$ cat src/rtl/reg_file_sb.sv
// Register file with write/ENTRY bypass and a pending-result scoreboard.
// Pending bits track registers waiting on a long-latency write-back; an operand read of one raises stall.
module reg_file_sb #(
  parameter int            DW        = 8,
  parameter int            AW        = 3,
  parameter int            ZERO_R0   = 0,
  parameter logic [DW-1:0] ENTRY_RST = '0
) (
  input  logic             clk,
  input  logic             rst_n,
  input  logic [AW-1:0]    rd_a,
  input  logic [AW-1:0]    rd_b,
  input  logic             mode,
  input  logic             lea,
  input  logic [DW-1:0]    imm,
  input  logic             wr_en,
  input  logic [AW-1:0]    wr_addr,
  input  logic [DW-1:0]    wr_data,
  input  logic             issue_en,
  input  logic [AW-1:0]    issue_addr,
  input  logic             entry_we,
  input  logic [DW-1:0]    entry_data,
  output logic [DW-1:0]    rdata_a,
  output logic [DW-1:0]    rdata_b,
  output logic             stall,
  output logic [2**AW-1:0] pend,
  output logic             issue_err
);

  localparam int N = 2**AW;
  localparam bit ZR = (ZERO_R0 != 0);

  logic [DW-1:0] regs_q [N];
  logic [DW-1:0] regs_d [N];
  logic [N-1:0]  pend_q, pend_d;
  logic [DW-1:0] entry_q, entry_d;
  logic          issue_err_q, issue_err_d;

  logic wr_ok, iss_ok, wr_act, entry_act;
  logic hit_a, hit_b, stall_a, stall_b;

  // Bypass paths are gated by rst_n so outputs show pure reset state while held in reset.
  assign wr_act    = wr_en && rst_n;
  assign entry_act = entry_we && rst_n;
  assign wr_ok     = wr_en && !(ZR && wr_addr == '0);
  assign iss_ok    = issue_en && !(ZR && issue_addr == '0);

  always_comb begin
    for (int i = 0; i < N; i++) regs_d[i] = regs_q[i];
    pend_d      = pend_q;
    entry_d     = entry_q;
    issue_err_d = issue_err_q;
    if (wr_ok) begin
      regs_d[wr_addr] = wr_data;
      pend_d[wr_addr] = 1'b0;
    end
    // Set after clear so a same-cycle issue to the written register wins.
    if (iss_ok) begin
      if (pend_q[issue_addr]) issue_err_d = 1'b1;
      pend_d[issue_addr] = 1'b1;
    end
    if (entry_we) entry_d = entry_data;
  end

  always_ff @(posedge clk or negedge rst_n) begin
    if (!rst_n) begin
      for (int i = 0; i < N; i++) regs_q[i] <= '0;
      pend_q      <= '0;
      entry_q     <= ENTRY_RST;
      issue_err_q <= 1'b0;
    end else begin
      for (int i = 0; i < N; i++) regs_q[i] <= regs_d[i];
      pend_q      <= pend_d;
      entry_q     <= entry_d;
      issue_err_q <= issue_err_d;
    end
  end

  assign hit_a = wr_act && (wr_addr == rd_a);
  assign hit_b = wr_act && (wr_addr == rd_b);

  always_comb begin
    if (ZR && rd_a == '0) rdata_a = '0;
    else if (hit_a)       rdata_a = wr_data;
    else                  rdata_a = regs_q[rd_a];

    if (mode)                  rdata_b = imm;
    else if (lea)              rdata_b = entry_act ? entry_data : entry_q;
    else if (ZR && rd_b == '0) rdata_b = '0;
    else if (hit_b)            rdata_b = wr_data;
    else                       rdata_b = regs_q[rd_b];
  end

  assign stall_a   = pend_q[rd_a] && !hit_a;
  assign stall_b   = pend_q[rd_b] && !hit_b && !mode && !lea;
  assign stall     = stall_a || stall_b;
  assign pend      = pend_q;
  assign issue_err = issue_err_q;

endmodule

$ cat config.mk
export PLATFORM = sky130hd
export DESIGN_NAME = reg_file_sb
export DESIGN_NICKNAME = d
export VERILOG_FILES = /design/src/rtl/reg_file_sb.sv
export SDC_FILE = /design/constraint.sdc
export NUM_CORES = 1
export LEC_CHECK = 0
export ABC_AREA = 1
export BUFFER_PORTS_ARGS = -buffer_cell sky130_fd_sc_hd__clkbuf_2
export CAP_MARGIN = 20
export CORE_ASPECT_RATIO = 0.7
export CORE_MARGIN = 2
export CORE_UTILIZATION = 55
export DETAILED_ROUTE_END_ITERATION = 6
export GPL_ROUTABILITY_DRIVEN = 0
export HOLD_SLACK_MARGIN = 0.05
export PLACE_DENSITY_LB_ADDON = 0.08
export SYNTH_ARGS = -nofsm -noshare
export SYNTH_HDL_FRONTEND = slang
export SYNTH_SLANG_ARGS = --single-unit
export TNS_END_PERCENT = 1
$ cat constraint.sdc
create_clock -name clk -period 3.22 [get_ports clk]
set_clock_uncertainty 0.2 [all_clocks]
set_input_delay 0.644 -clock clk [delete_from_list [all_inputs] [get_ports clk]]
set_output_delay 0.644 -clock clk [all_outputs]
set_load 0.005 [all_outputs]
==> flow_summary.rst, run 1 <==
.. list-table::
   :header-rows: 1

   * - Metric
     - Value
   * - Result of the run
     - completed
   * - Total Routing Usage GR
     - 32.2%
   * - Height of the die
     - 83.9 um
   * - Clk root buf
     - clkbuf_16
   * - Commonest non-fill, non-tap cell in the layout
     - nand2_1
   * - Standard-cell row count
     - 29
   * - Total power density per cell area
     - 538 mW/mm^2
   * - Unrepaired setup endpoints after global routing
     - false
   * - Cell area reported after detailed placement
     - 0.00542 sq mm
   * - Initial antenna violation count
     - 0
   * - Final HPWL from detailed placement
     - 10600 um
   * - Remaining DRCs
     - 0
   * - Cell count after synthesis
     - 725
   * - Element type at the critical path start
     - input port
   * - Sequential Power Share
     - 43.3%
   * - Fmax
     - 0.335 GHz
   * - Via-per-instance ratio
     - 5.73
   * - Sequential cell area
     - 0.00203 sq mm
   * - Tmin final
     - 2.99 ns
   * - TritonCTS clock tree
     - yes
   * - Setup slack after layout
     - 0.233 ns
   * - Number of detailed-routing iterations run before antenna repair
     - 5
   * - Worst IR Drop VDD
     - 364 uV
   * - Maximum Capacitance Violations
     - 0
   * - Net count of the finished layout
     - 824
   * - Total of flip-flops plus latches after synthesis
     - 81
   * - # placed instances
     - 894
   * - Rel. slew slack
     - 51.2%
   * - Worst Path Arrival
     - 2.14 ns
   * - Library cells used by synthesis
     - 26
   * - Cell area after layout
     - 0.00571 sq mm
   * - Type of the setup path with the least slack
     - in -> out
   * - Type of the tightest min-delay check
     - in -> async
   * - Sum of routed wire length over all layers
     - 15400 um
   * - Average cell area after synthesis
     - 6.91 sq um
   * - Initial drt markers
     - 603
   * - Maximum fanout encountered on the critical timing path
     - 11
   * - Total congestion overflow
     - 0
   * - Worst-margin pin slew
     - 0.731 ns
   * - Clock sink count
     - 81
   * - Synth area leaders
     - dfrtp_1 40%, nand2_1 14%, o21ai_0 11%
   * - # hold bufs at CTS
     - 0
   * - Number of setup violations in the final report
     - 0
   * - Count of port buffers added during placement
     - 68
   * - Number of buffers created by CTS
     - 9
   * - Top library cells by usage in the layout, fill and taps aside
     - 192 x nand2_1, 115 x o21ai_0, 81 x inv_1, 81 x dfrtp_1, 70 x nand3_1
   * - Fraction of power spent switching nets
     - 32.7%
   * - Skew-Pair Late Insertion Delay
     - 0.34 ns
   * - Period Utilization, post-route
     - 92.8%
   * - Seq/Total Area, Yosys
     - 40.4%
   * - Antenna Violating Nets Remaining
     - 0
   * - Layout-stage area growth over the synthesis result
     - 14.0%
   * - Switch Pwr
     - 1.00 mW
   * - Leakage power total
     - 2.86 nW
   * - Number of global-route vias before repair
     - 4796
   * - Post-Syn Nets
     - 768
   * - Maximum number of pins on one net before global-route repair
     - 52
   * - Die width
     - 118 um
   * - CTS clock-pin slew for the worst setup and hold paths
     - 0.06 ns
   * - Final hold vios
     - 0
   * - Vias after detailed routing
     - 5222
   * - First-pass GRT wire length
     - 24900 um
   * - Fraction of post-synthesis cell area in the top cell type by area
     - 40.4%
   * - Max clock buf depth
     - 2
   * - I/O pins
     - 69
   * - Post-synthesis instance area
     - 0.00501 sq mm
   * - # fillers
     - 826
   * - Final max-slew violation count
     - 0
   * - Area of combinational cells with multiple inputs
     - 0.00244 sq mm
   * - Top cell type by total area after synthesis
     - dfrtp_1
   * - Die footprint
     - 0.00990 sq mm
   * - Number of H-tree levels
     - 3
   * - Crit end category
     - primary output
   * - Placeable core region
     - 0.00896 sq mm
   * - Clock power share
     - 33.2%
   * - Total Power Consumption
     - 3.07 mW
   * - Wire per inst
     - 16.9 um
   * - Part of the power in combinational logic
     - 23.5%
   * - Initial core utilization
     - 55.9%
   * - Ys Warns
     - 0
   * - Cts repair resizes
     - 0
   * - Required time of the critical path
     - 2.38 ns
   * - Total Neg Setup Slack
     - 0 ns
   * - Post-route non-filler standard cell count
     - 911
   * - Fraction of layout cells with a size suffix above 1
     - 15.4%
   * - Worst slack at placement
     - 0.273 ns
   * - Cell-internal power
     - 2.07 mW
   * - Buffers inserted during post-CTS setup optimization
     - 0
synthesized netlist by cell type (all sizes together):
master / instances
nand2: 198
o211ai: 22
o2111ai: 1
xor2: 1
clkinv: 1
a21oi: 35
o21ai: 134
inv: 91
clkbuf: 9
nand3: 70
dfrtp: 81
mux2: 1
o221ai: 1
buf: 27
o22ai: 6
nor2: 47
layer usage:
| layer | vias to the layer above | routed length, um | GRT usage (%) |
|---|---|---|---|
| met1 | 2435 | 6920 | 46.4 |
| met5 | - | 34 | 4.17 |
| met4 | 2 | 305 | 9.75 |
| met2 | 270 | 6660 | 48.2 |
| met3 | 27 | 1480 | 7.38 |
| li1 | 2488 | - | - |
worst paths after layout:
kind / depth (start not counted) / end / start / slack, ns
max in group asynchronous: 2 / regs_q[59] / rst_n / 2.04
min: 2 / regs_q[29] / rst_n / 0.21
max reg2reg: 6 / issue_err / pend[0] / 1.83
min in group clk: 2 / issue_err / issue_err / 0.28
max: 12 / rdata_b[7] / rd_b[2] / 0.23
min reg2reg: 2 / issue_err / issue_err / 0.28
power by group through the flow:
stage | Clock (mW) | Combinational [mW] | Sequential, mW
2_1_floorplan | 0 | 0.470 | 1.31
3_3_place_gp | 0 | 0.692 | 1.34
3_5_place_dp | 0 | 0.708 | 1.34
4_1_cts | 1.03 | 0.712 | 1.32
5_1_grt | 1.08 | 0.820 | 1.35
6_report | 1.02 | 0.722 | 1.33
state kept, by name (all words and copies together), names as in the netlist:
signal / flops
pend: 8
issue_err: 1
entry_q: 8
regs_q: 64
per-stage QoR:
step           hold WS, ns  util (%)
2_1_floorplan        0.148         -
3_3_place_gp         0.250      60.5
3_5_place_dp         0.258      60.5
4_1_cts              0.214      63.7
5_1_grt              0.236      63.7
6_report             0.214      63.7
area by class of cell:
type	count	area share [%]
inverters	92	6.05
diodes	1	0.0438
flip-flops and latches	81	35.5
clock buffers	11	4.08
multi-input cells	516	42.7
repair buffers	81	7.93
clock inverters	5	0.986
well taps	124	2.72
critical path, cell delays in order:
cell and delay, ns:
clkbuf_2 0.30, inv_2 0.21, nand2_1 0.12, nand2_2 0.09, nor2_8 0.19, nand2_4 0.13, nand2_4 0.13, nand2_2 0.05
nand2_1 0.05, nor2_1 0.04, nor2_1 0.08, clkbuf_2 0.11
cells by family after synthesis:
family	synth area share, %
AND/OR/NAND/NOR	26.9
AO/OA/AOI/OAI	21.3
buffers and inverters	10.9
flip-flops	40.4
XOR/XNOR	0.175
multiplexers	0.225
No activity file was read; power rests on OpenSTA's default activity.
==> inputs of run 2 (changes only) <==
Settings changed: CORE_UTILIZATION 55 to 40.
==> flow_summary.rst, run 2 (synthesis results as in run 1) <==
.. list-table::
   :header-rows: 1

   * - Metric
     - Value
   * - Result of the run
     - completed
   * - Clk root buf
     - clkbuf_16
   * - Commonest non-fill, non-tap cell in the layout
     - nand2_1
   * - Worst-margin pin slew
     - 0.808 ns (+0.0774 ns)
   * - Element type at the critical path start
     - input port
   * - Net count of the finished layout
     - 830 (+0.73%)
   * - Sequential cell area
     - 0.00203 sq mm (unchanged)
   * - Number of flip-flops in the largest register
     - 64 (unchanged)
   * - Launch point of the worst reg-to-reg path
     - pend[7]
   * - Maximum number of pins on one net before global-route repair
     - 50 (-3.8%)
   * - Worst Path Arrival
     - 2.21 ns (+0.07 ns)
   * - Vias after detailed routing
     - 5041 (-3.5%)
   * - Fmax
     - 0.327 GHz (-2.3%)
   * - Rel. slew slack
     - 46.1% (-5.2 points)
   * - Final max-slew violation count
     - 0 (unchanged)
   * - Count of port buffers added during placement
     - 68 (unchanged)
   * - I/O pins
     - 69 (unchanged)
   * - CTS clock-pin slew for the worst setup and hold paths
     - 0.06 ns (about the same)
   * - Number of detailed-routing iterations run before antenna repair
     - 7 (+2)
   * - Maximum fanout encountered on the critical timing path
     - 11 (unchanged)
   * - Clock power share
     - 33.8% (+0.6 points)
   * - Max clock buf depth
     - 2 (unchanged)
   * - TritonCTS clock tree
     - yes
   * - Worst r2r path cells
     - 4 (-2)
   * - Buffers inserted during post-CTS setup optimization
     - 0 (unchanged)
   * - Fraction of layout cells with a size suffix above 1
     - 15.9% (+0.51 points)
   * - Die width
     - 138 um (+17%)
   * - Clock sink count
     - 81 (unchanged)
   * - Type of the setup path with the least slack
     - in -> out
   * - Cell-internal power
     - 2.08 mW (+0.41%)
   * - Switch Pwr
     - 1.03 mW (+2.3%)
   * - Maximum Capacitance Violations
     - 0 (unchanged)
   * - Skew-Pair Late Insertion Delay
     - 0.35 ns (about the same)
   * - Initial antenna violation count
     - 0 (unchanged)
   * - Area of combinational cells with multiple inputs
     - 0.00244 sq mm (unchanged)
   * - Register bank with the most flops
     - regs_q
   * - Remaining DRCs
     - 0 (unchanged)
   * - Number of diodes added for antenna fixing
     - 0 (-1)
   * - Leakage power total
     - 2.88 nW (+0.78%)
   * - Part of the power in combinational logic
     - 23.4% (about the same)
   * - Total Neg Setup Slack
     - 0 ns (unchanged)
   * - Initial core utilization
     - 40.6% (-15 points)
   * - Number of buffers created by CTS
     - 9 (unchanged)
   * - Setup slack after layout
     - 0.163 ns (-0.0708 ns)
   * - Slack of the worst reg-to-reg path
     - 1.96 ns (+0.13 ns)
   * - # hold bufs at CTS
     - 0 (unchanged)
   * - Total Routing Usage GR
     - 25.0% (-7.2 points)
   * - Cts repair resizes
     - 0 (unchanged)
   * - Final HPWL from detailed placement
     - 11500 um (+7.9%)
   * - Required time of the critical path
     - 2.38 ns (about the same)
   * - Type of the tightest min-delay check
     - in -> async
   * - Period Utilization, post-route
     - 94.9% (+2.2 points)
   * - Total congestion overflow
     - 0 (unchanged)
   * - Crit end category
     - primary output
   * - Worst slack at placement
     - 0.195 ns (-0.0778 ns)
   * - Layout-stage area growth over the synthesis result
     - 15.8%
   * - Final hold vios
     - 0 (unchanged)
   * - Via-per-instance ratio
     - 5.28 (-7.8%)
   * - # fillers
     - 1313 (+59%)
   * - Tmin final
     - 3.06 ns (+0.0708 ns)
   * - Sequential Power Share
     - 42.8% (-0.5 points)
   * - Fraction of power spent switching nets
     - 33.1% (+0.41 points)
   * - Number of setup violations in the final report
     - 0 (unchanged)
   * - Die footprint
     - 0.0135 sq mm (+36%)
   * - Top library cells by usage in the layout, fill and taps aside
     - 192 x nand2_1, 115 x o21ai_0, 81 x inv_1, 81 x dfrtp_1, 70 x nand3_1
   * - First-pass GRT wire length
     - 25300 um (+1.7%)
   * - Placeable core region
     - 0.0123 sq mm (+38%)
   * - Antenna Violating Nets Remaining
     - 0 (unchanged)
   * - Initial drt markers
     - 564 (-6.5%)
   * - Number of H-tree levels
     - 3 (unchanged)
   * - Wire per inst
     - 17.1 um (+1.3%)
   * - Height of the die
     - 97.6 um (+16%)
   * - R2R Path End
     - issue_err
   * - Worst IR Drop VDD
     - 257 uV (-30%)
   * - Sum of routed wire length over all layers
     - 16300 um (+6.1%)
   * - Unrepaired setup endpoints after global routing
     - false
   * - Total power density per cell area
     - 535 mW/mm^2 (-0.56%)
   * - Standard-cell row count
     - 34 (+17%)
   * - Number of global-route vias before repair
     - 4551 (-5.1%)
[run 2: changes by cell type in the layout (fill, tap and decap cells not counted)]
| cell | change |
|---|---|
| clkinvlp_4 | +1 |
| clkbuf_1 | +1 |
| clkinv_2 | -2 |
| diode_2 | -1 |
| buf_4 | +6 |
[run 2: stage by stage]
stage / power (mW) / instance area (sq um) / hold WS [ns] / instances / utilization [%]
2_1_floorplan: 1.78 / 5010 / 0.148 / 725 / -
3_3_place_gp: 2.05 / 5510 / 0.248 / 938 / 44.7
3_5_place_dp: 2.06 / 5510 / 0.257 / 938 / 44.7
4_1_cts: 3.10 / 5800 / 0.177 / 954 / 47.0
5_1_grt: 3.28 / 5800 / 0.175 / 954 / 47.0
6_report: 3.10 / 5800 / 0.168 / 954 / 47.0
[run 2: final cells by class]
type                       instances  area share [%]
clock buffer                      12            4.08
clock inverter                     4           0.927
inverter                          92            5.95
multi-input combinational        516            42.0
sequential                        81            34.9
tap                              162            3.49
timing repair buffer              87            8.58
[run 2: worst max path at each step]
stage	start	to	slack (ns)	depth (start not counted)
floorplan	rd_a[0]	rdata_a[0]	0.88	7
global placement	rd_b[2]	rdata_b[5]	0.24	10
detailed placement	rd_b[2]	rdata_b[5]	0.19	10
CTS	rd_b[2]	rdata_b[5]	0.20	10
global route	rd_b[2]	rdata_b[7]	0.07	12
finish	rd_b[2]	rdata_b[5]	0.16	10
[run 2: power by group through the flow]
stage | Clock [mW] | Combinational [mW] | Sequential [mW]
floorplan | 0 | 0.470 | 1.31
global placement | 0 | 0.713 | 1.34
detailed placement | 0 | 0.722 | 1.34
CTS | 1.06 | 0.724 | 1.32
global route | 1.10 | 0.827 | 1.35
finish | 1.05 | 0.726 | 1.33
[run 2: critical path, cell delays in order]
cell	delay (ns)
clkbuf_2	0.31
inv_2	0.22
nand2_1	0.12
nand2_2	0.09
nor2_8	0.19
nand2_4	0.13
nand3_1	0.10
nand2_1	0.10
a21oi_1	0.17
clkbuf_2	0.14
[run 2: metal layers]
layer	track usage, %	part of all wire, %	vias to the layer above
li1	-	-	2490
met1	38.3	49	2330
met2	35.1	42	191
met3	5.01	6.9	30
met4	8.01	2.1	0
met5	0	0	-
